$ cat config.mk
export PLATFORM = sky130hd
export DESIGN_NAME = mc_stall_ctrl
export DESIGN_NICKNAME = d
export VERILOG_FILES = /design/src/rtl/hazard_pkg.sv /design/src/rtl/mc_stall_chan.sv /design/src/rtl/mc_stall_ctrl.sv
export SDC_FILE = /design/constraint.sdc
export NUM_CORES = 1
export LEC_CHECK = 0
export ABC_AREA = 1
export CELL_PAD_IN_SITES_DETAIL_PLACEMENT = 0
export CELL_PAD_IN_SITES_GLOBAL_PLACEMENT = 1
export CORE_ASPECT_RATIO = 0.7
export CORE_MARGIN = 4
export CORE_UTILIZATION = 41
export CTS_BUF_LIST = sky130_fd_sc_hd__clkbuf_8
export DETAILED_ROUTE_END_ITERATION = 8
export GPL_ROUTABILITY_DRIVEN = 0
export PLACE_DENSITY = 0.86
export SETUP_SLACK_MARGIN = 0.15
export SLEW_MARGIN = 0
export SYNTH_ARGS = -nofsm -noshare
export SYNTH_HDL_FRONTEND = slang
export SYNTH_HIERARCHICAL = 1
export SYNTH_SLANG_ARGS = --single-unit
$ cat constraint.sdc
create_clock -name clk -period 2.6 [get_ports clk]
set_input_delay 0.65 -clock clk [delete_from_list [all_inputs] [get_ports clk]]
set_output_delay 0.65 -clock clk [all_outputs]
set_load 0.02 [all_outputs]
$ cat src/rtl/hazard_pkg.sv
// Shared types and constants for the EX/MA multicycle-op stall controller.
package hazard_pkg;

    typedef enum logic [1:0] {
        IDLE = 2'd0,
        BUSY = 2'd1,
        DONE = 2'd2
    } ch_state_t;

    localparam int unsigned CH_INPUT = 0;
    localparam int unsigned CH_SFPU  = 1;
    localparam int unsigned CH_LFPU  = 2;
    localparam int unsigned CH_CACHE = 3;

    // Bits needed to count 0..timeout-1; at least one bit.
    function automatic int unsigned tcnt_width(input int unsigned timeout);
        return (timeout > 1) ? $clog2(timeout) : 1;
    endfunction

endpackage

$ cat src/rtl/mc_stall_chan.sv
// One tracked channel: IDLE/BUSY/DONE FSM, watchdog counter and sticky timeout flag.
module mc_stall_chan
    import hazard_pkg::*;
#(
    parameter int unsigned TIMEOUT_CYC = 1024
) (
    input  logic clk,
    input  logic rstn,
    input  logic en,
    input  logic valid,
    input  logic others_stall,
    input  logic global_stall,
    input  logic err_clr,
    output logic req,
    output logic stall_ch,
    output logic busy,
    output logic timeout_err
);

    localparam int unsigned   TW      = tcnt_width(TIMEOUT_CYC);
    localparam bit            TO_EN   = (TIMEOUT_CYC != 0);
    localparam logic [TW-1:0] TO_LAST = TO_EN ? TW'(TIMEOUT_CYC - 1) : '0;

    ch_state_t     state_q, state_d;
    logic [TW-1:0] tcnt_q, tcnt_d;
    logic          err_q, err_d;
    logic          err_set;

    // Kept as plain assigns so the stall path never depends on others_stall.
    assign req         = (state_q == IDLE) & en;
    assign stall_ch    = req | ((state_q == BUSY) & ~valid);
    assign busy        = (state_q == BUSY);
    assign timeout_err = err_q;

    always_comb begin
        state_d = state_q;
        tcnt_d  = tcnt_q;
        err_set = 1'b0;
        unique case (state_q)
            IDLE: begin
                if (en) begin
                    state_d = BUSY;
                    tcnt_d  = '0;
                end
            end
            BUSY: begin
                if (valid) begin
                    // Park in DONE if another channel still holds the pipeline.
                    state_d = others_stall ? DONE : IDLE;
                end else if (TO_EN) begin
                    tcnt_d = tcnt_q + TW'(1);
                    if (tcnt_q == TO_LAST) begin
                        err_set = 1'b1;
                        state_d = DONE;
                    end
                end
            end
            DONE: begin
                if (!global_stall) begin
                    state_d = IDLE;
                end
            end
            default: state_d = IDLE;
        endcase
        err_d = (err_q & ~err_clr) | err_set;
    end

    always_ff @(posedge clk) begin
        if (!rstn) begin
            state_q <= IDLE;
            tcnt_q  <= '0;
            err_q   <= 1'b0;
        end else begin
            state_q <= state_d;
            tcnt_q  <= tcnt_d;
            err_q   <= err_d;
        end
    end

endmodule

$ cat src/rtl/mc_stall_ctrl.sv
// N-channel multicycle-op stall controller: stall/flush generation and stall-cycle counter.
module mc_stall_ctrl
    import hazard_pkg::*;
#(
    parameter int unsigned N_CH        = 4,
    parameter int unsigned TIMEOUT_CYC = 1024,
    parameter int unsigned CNT_W       = 32
) (
    input  logic             clk,
    input  logic             rstn,
    input  logic [N_CH-1:0]  en_e,
    input  logic [N_CH-1:0]  valid,
    input  logic             pc_src_e,
    input  logic             err_clr,
    output logic [N_CH-1:0]  req_pulse,
    output logic [N_CH-1:0]  busy,
    output logic             stall,
    output logic             flush,
    output logic [N_CH-1:0]  timeout_err,
    output logic [CNT_W-1:0] stall_cnt
);

    logic [N_CH-1:0]  stall_vec;
    logic [N_CH-1:0]  others;
    logic [CNT_W-1:0] stall_cnt_q, stall_cnt_d;

    assign stall     = |stall_vec;
    // A stalled branch waits: younger instructions have not moved yet.
    assign flush     = pc_src_e & ~stall;
    assign stall_cnt = stall_cnt_q;

    always_comb begin
        others = '0;
        for (int i = 0; i < int'(N_CH); i++) begin
            for (int j = 0; j < int'(N_CH); j++) begin
                if (j != i) begin
                    others[i] = others[i] | stall_vec[j];
                end
            end
        end
    end

    always_comb begin
        stall_cnt_d = stall_cnt_q;
        if (stall && (stall_cnt_q != '1)) begin
            stall_cnt_d = stall_cnt_q + CNT_W'(1);
        end
    end

    always_ff @(posedge clk) begin
        if (!rstn) begin
            stall_cnt_q <= '0;
        end else begin
            stall_cnt_q <= stall_cnt_d;
        end
    end

    for (genvar i = 0; i < int'(N_CH); i++) begin : g_chan
        mc_stall_chan #(
            .TIMEOUT_CYC (TIMEOUT_CYC)
        ) u_chan (
            .clk          (clk),
            .rstn         (rstn),
            .en           (en_e[i]),
            .valid        (valid[i]),
            .others_stall (others[i]),
            .global_stall (stall),
            .err_clr      (err_clr),
            .req          (req_pulse[i]),
            .stall_ch     (stall_vec[i]),
            .busy         (busy[i]),
            .timeout_err  (timeout_err[i])
        );
    end

endmodule
Word level (Yosys, flattened, before mapping)
Index checks and enable logic that the tools add are counted.
- add/sub/neg operators: 5
- multiply operators: 0
- div/mod/pow operators: 0
- magnitude comparators: 0
- eq/ne operators: 29
- shifts and indexed selects: 0
- muxes and demuxes: 45
- bitwise logic cells: 34
- reductions and logical operators: 18
- operator list (kind ; number):
    two-way mux 10 bit ; 8
    one-hot mux 10 bit (2 select lines) ; 4
    adder 10 x 1 -> 10 bit (second input constant) ; 4
    == test 10 bit (second input constant) ; 4
    two-way mux 2 bit ; 17
    adder 32 x 1 -> 32 bit (second input constant) ; 1
    != test 32 bit (second input constant) ; 1
    != test 2 bit (second input constant) ; 12
    one-hot mux 2 bit (3 select lines) ; 4
    AND reduction 3 bit ; 8
    bitwise OR 1 bit ; 15
    AND 1 bit ; 13
    two-way mux 1 bit ; 12
    != test 3 bit (second input constant) ; 4
    == test 2 x 1 -> 1 bit (second input constant) ; 4
    == test 2 bit (second input constant) ; 4
    logical NOT 2 bit ; 4
    nonzero test 2 bit ; 4
    inverter 1 bit ; 6
    OR reduction 4 bit ; 1
    logical AND 1 bit ; 1
- bits in registers: 84
- bits in latches: 0
- memory bits (writable): 0
- ROM bits: 0
- bits of input ports: 12
- output and inout bits: 46
- word-level logic and storage cells: 144
- memories: 0

Longest topological paths before layout
- depth after elaboration: 8
- mapped depth: 14
- gate-level depth less buffers: 13

By module
Netlist, hierarchy kept.
- by module, submodules not included (module ; times used ; cells each ; area each (µm²) ; seq. area each (µm²)):
    mc_stall_chan ; 4 ; 96 ; 720.7 ; 260.2
    mc_stall_ctrl ; 1 ; 333 ; 1945.6 ; 640.6

Worst setup path after synthesis
No wires, ideal clock.
- path kind: input to output
- from: input valid[0]
- to: output flush
- data arrival time: 1.773 ns
- required time: 1.950 ns
- path slack: 0.177 ns
- stages on the path: 8
- buffers on the path: 2
- path through: inv_1 > nand3_2 > nand2_4 > buf_12 > nor2_1 > nand2_1 > buf_2 > nor2_1
- longest elaborated chain between the ends: 6
- ends and longest elaborated chain (what ; line ; RTL):
    from (decl) ; mc_stall_ctrl.sv:12 ; input logic [N_CH-1:0] valid,
    inverter 1 bit ; mc_stall_chan.sv:31 ; assign stall_ch = req | ((state_q == BUSY) & ~valid);
    AND 1 bit ; mc_stall_chan.sv:31 ;
    bitwise OR 1 bit ; mc_stall_chan.sv:31 ;
    net stall_vec[0] ; mc_stall_ctrl.sv:23 ; logic [N_CH-1:0] stall_vec;
    OR reduction 4 bit ; mc_stall_ctrl.sv:27 ; assign stall = |stall_vec;
    net stall ; mc_stall_ctrl.sv:17 ; output logic stall,
    inverter 1 bit ; mc_stall_ctrl.sv:29 ; assign flush = pc_src_e & ~stall;
    AND 1 bit ; mc_stall_ctrl.sv:29 ;
    to (decl) ; mc_stall_ctrl.sv:18 ; output logic flush,
The timed path passes the listed nets, and every way through them passes these cells.

Worst setup path in the final report
- from: input en_e[1]
- to: output req_pulse[1]
- longest elaborated chain between the ends: 1
- ends and longest elaborated chain (what ; line ; RTL):
    from (decl) ; mc_stall_ctrl.sv:11 ; input logic [N_CH-1:0] en_e,
    AND 1 bit ; mc_stall_chan.sv:30 ; assign req = (state_q == IDLE) & en;
    to (decl) ; mc_stall_ctrl.sv:15 ; output logic [N_CH-1:0] req_pulse,
No other way between the ends.

==> flow_metrics.py <==
metrics = {
    "status": {
        "status": "completed",
    },
    "floorplan": {
        "placementRows": 32,
        "die_height_um": 98.8,
        "fp.coreArea_um2": 11300,
        "fp.dieArea_um2": 13600,
        "floorplan.initialDensity_pct": 42.9,
        "die_w_um": 138,
        "boundaryPins": 58,
    },
    "timing": {
        "timing.max_slew.rel_slack_pct": 61.5,
        "report.final.setup_viol": 0,
        "worstMarginPinSlew_ns": 0.575,
        "timing.final.max_slew_violations": 0,
        "final_min_period_over_clock_period_pct": 93.2,
        "post-route-min-period_ns": 2.42,
        "timing.final.hold_violations": 0,
        "hold_ws_ns": 0.467,
        "fmaxAchievable_ghz": 0.413,
        "setup_repair_after_global_routing_missed_its_margin": "false",
        "final.setup.tns_ns": 0,
        "timing.clock.skew_ns": 0.0121,
    },
    "pwr": {
        "ir_drop_v": 0.000250,
        "cellPowerDensity_nw_per_um2": 487,
        "power.leakage_nw": 2.58,
    },
    "clocking": {
        "max-clock-path-buffers": 2,
        "clk_pin_slew_ns": 0.08,
        "inserted_clock_buffers": 9,
        "cts_root_buffer": "sky130_fd_sc_hd__clkbuf_8",
        "cts_max_level": 3,
        "clock_latency_ns": 0.36,
        "cts_tree": "built",
        "clock-sinks": 84,
    },
    "yosys": {
        "synth-main-ff-cell": "sky130_fd_sc_hd__dfxtp_1",
        "synthesis.instances": 717,
        "synth.net_count": 734,
        "syn_area_um2": 4830,
        "synth.lib_cells_used.distinct": 31,
        "avgSynthCellArea_um2": 6.73,
        "synth-edff-count": 0,
        "synth.ff_latch_count": 84,
        "yosysSeqAreaShare_pct": 34.8,
        "synthesis.yosys.warnings": 6,
        "synth_async_sr_flop_share_pct": 0,
    },
    "detailed_routing": {
        "detailedRoute.firstIterationViolations": 344,
        "drt-total-wl_um": 12700,
        "drt-wirelength-per-cell_um": 13.1,
        "vias": 4750,
        "detail_route.drc_violations": 0,
        "via_per_inst": 4.90,
        "number_of_antenna_violating_nets_in_the_routed_design": 0,
        "dr.pass1.iters": 5,
    },
    "setup_path": {
        "crit_required_ns": 1.95,
        "worst_reg2reg_path_depth": 15,
        "endpoint_kind": "primary output",
        "regToRegStartpoint": "g_chan[1].u_chan/state_q[0]",
        "timing_worst_setup_path_type": "in2out",
        "regToRegEndpoint": "g_chan[1].u_chan/timeout_err",
        "setup.worst_path.start_class": "primary input",
        "cp_data_arrival_time_ns": 1.77,
        "worstPathMaxFanout": 3,
        "timing.reg2reg.setup_slack_ns": 0.29,
    },
    "global_route": {
        "global_route_wire_length_before_repair_um": 21100,
        "vias_in_the_first_global_route": 4461,
        "grt.total_usage_pct": 19.1,
        "global_route.overflow_total": 0,
        "maximum_number_of_pins_on_one_net_before_global_route_repair": 43,
        "antenna_found_initial": 0,
    },
    "worst_hold_path": {
        "worst_hold_path_type": "reg2reg",
        "launch_instance_of_the_worst_min_delay_path": "g_chan[3].u_chan/timeout_err",
        "min_path_cells": 2,
        "timing.hold.worst_endpoint": "g_chan[3].u_chan/timeout_err",
    },
    "final_layout": {
        "post_route_cells_drive_above_1_share_pct": 17.8,
        "final_nets": 828,
        "layout.cells.most_common": "sky130_fd_sc_hd__nand2_1",
        "area_growth_syn_to_layout_pct": 24.6,
        "mostFrequentLayoutCells": "sky130_fd_sc_hd__nand2_1, sky130_fd_sc_hd__nor2_1, sky130_fd_sc_hd__inv_1",
        "final-instance-count-excl-fill": 969,
        "antenna_cells_inserted": 0,
    },
    "flow_run": {
        "max-cap-violations": 0,
    },
    "placement": {
        "io_buffer_count": 57,
        "dp.final_hpwl_um": 9720,
        "post-place-cells": 939,
    },
}
## routing by layer
metal	global-route usage [%]	share of wire [%]
met2	27.7	42
met1	28.9	52
met4	4.56	0.67
met3	4.03	5.2
met5	0	0
## registers in the layout, indices dropped and copies added (netlist names)
register,count
g_chan.u_chan/tcnt_q,40
stall_cnt,32
g_chan.u_chan/state_q,8
g_chan.u_chan/timeout_err,4
## per-stage QoR
step / area [um2] / worst slack, ns / total power, W / utilization, %
2_1_floorplan: 4830 / 0.177 / 0.00174 / -
5_1_grt: 6020 / 0.153 / 0.00308 / 53.5
6_report: 6020 / 0.176 / 0.00293 / 53.5
3_5_place_dp: 5650 / -0.303 / 0.00192 / 50.2
3_3_place_gp: 5650 / -0.286 / 0.00190 / 50.2
4_1_cts: 5960 / 0.0398 / 0.00294 / 53.0
## worst max-delay path, stage by stage
cell and delay [ns]:
sky130_fd_sc_hd__clkdlybuf4s50_1 0.50, sky130_fd_sc_hd__nand2_2 0.09, sky130_fd_sc_hd__buf_4 0.15, sky130_fd_sc_hd__inv_1 0.05
sky130_fd_sc_hd__dlygate4sd2_1 0.33
## report_power, final
| part | switching [W] | internal (W) | total (W) |
|---|---|---|---|
| combinational | 0.000325 | 0.000223 | 0.000549 |
| sequential | 0.0000483 | 0.00133 | 0.00138 |
| clock | 0.000473 | 0.000531 | 0.00100 |
## synth_stat cells, types with 4 or more instances
| cell | count | area [um2] |
|---|---|---|
| sky130_fd_sc_hd__a211oi_2 | 4 | 50.1 |
| sky130_fd_sc_hd__a21oi_1 | 52 | 260 |
| sky130_fd_sc_hd__a21oi_2 | 4 | 35.0 |
| sky130_fd_sc_hd__a31oi_1 | 8 | 50.1 |
| sky130_fd_sc_hd__buf_12 | 4 | 80.1 |
| sky130_fd_sc_hd__buf_2 | 6 | 30.0 |
| sky130_fd_sc_hd__clkinv_2 | 4 | 20.0 |
| sky130_fd_sc_hd__dfxtp_1 | 84 | 1680 |
| sky130_fd_sc_hd__ha_1 | 5 | 62.6 |
| sky130_fd_sc_hd__inv_1 | 103 | 387 |
| sky130_fd_sc_hd__inv_2 | 9 | 33.8 |
| sky130_fd_sc_hd__nand2_1 | 172 | 646 |
| sky130_fd_sc_hd__nand2_2 | 15 | 93.8 |
| sky130_fd_sc_hd__nand2_4 | 9 | 101 |
| sky130_fd_sc_hd__nand3_1 | 25 | 125 |
| sky130_fd_sc_hd__nand3_2 | 8 | 80.1 |
| sky130_fd_sc_hd__nand4_1 | 15 | 93.8 |
| sky130_fd_sc_hd__nand4_2 | 4 | 50.1 |
| sky130_fd_sc_hd__nor2_1 | 107 | 402 |
| sky130_fd_sc_hd__nor2_2 | 13 | 81.3 |
| sky130_fd_sc_hd__nor2_4 | 6 | 67.6 |
| sky130_fd_sc_hd__nor3_1 | 9 | 45.0 |
| sky130_fd_sc_hd__nor3_4 | 4 | 65.1 |
| sky130_fd_sc_hd__o211a_1 | 4 | 40.0 |
| sky130_fd_sc_hd__o21ai_0 | 16 | 80.1 |
| sky130_fd_sc_hd__o21ai_1 | 16 | 80.1 |
| sky130_fd_sc_hd__o21bai_1 | 4 | 30.0 |
| sky130_fd_sc_hd__xor2_1 | 4 | 35.0 |
## area by class of cell
type	instances	area, um2
clock buffers	9	124
well taps	153	191
multi-input cells	505	2640
flip-flops and latches	84	1680
repair buffers	95	855
inverters	116	440
fillers	1090	5230
clock inverters	7	85.1
## repair_timing
| action | CTS | global route |
|---|---|---|
| pin swaps | 4 | 6 |
| buffers inserted | 13 | 1 |
| hold buffers | 0 | 0 |
| resized for setup | 15 | 24 |
| gates cloned | 0 | 0 |
| setup endpoints to repair | 6 | 17 |
## worst max-delay path by stage
stage	start	to	slack, ns	depth (start not counted)
2_1_floorplan	valid[0]	flush	0.18	8
3_3_place_gp	valid[0]	flush	-0.29	8
3_5_place_dp	valid[0]	flush	-0.30	8
4_1_cts	valid[0]	flush	0.04	8
5_1_grt	en_e[2]	req_pulse[2]	0.15	5
6_report	en_e[1]	req_pulse[1]	0.18	5
## cell families (layout without fill, tap and decap cells)
kind of cell             Yosys count  after routing  share of synthesized area [%]
AO/OA/AOI/OAI                    108            108                           13.0
XOR/XNOR                           4              4                          0.726
adder cells (fa/ha/maj)            5              5                           1.30
buffers and inverters            128            227                           11.7
flip-flops                        84             84                           34.8
AND/OR/NAND/NOR                  388            388                           38.5
Note: power is estimated with default switching activity, not from simulation.
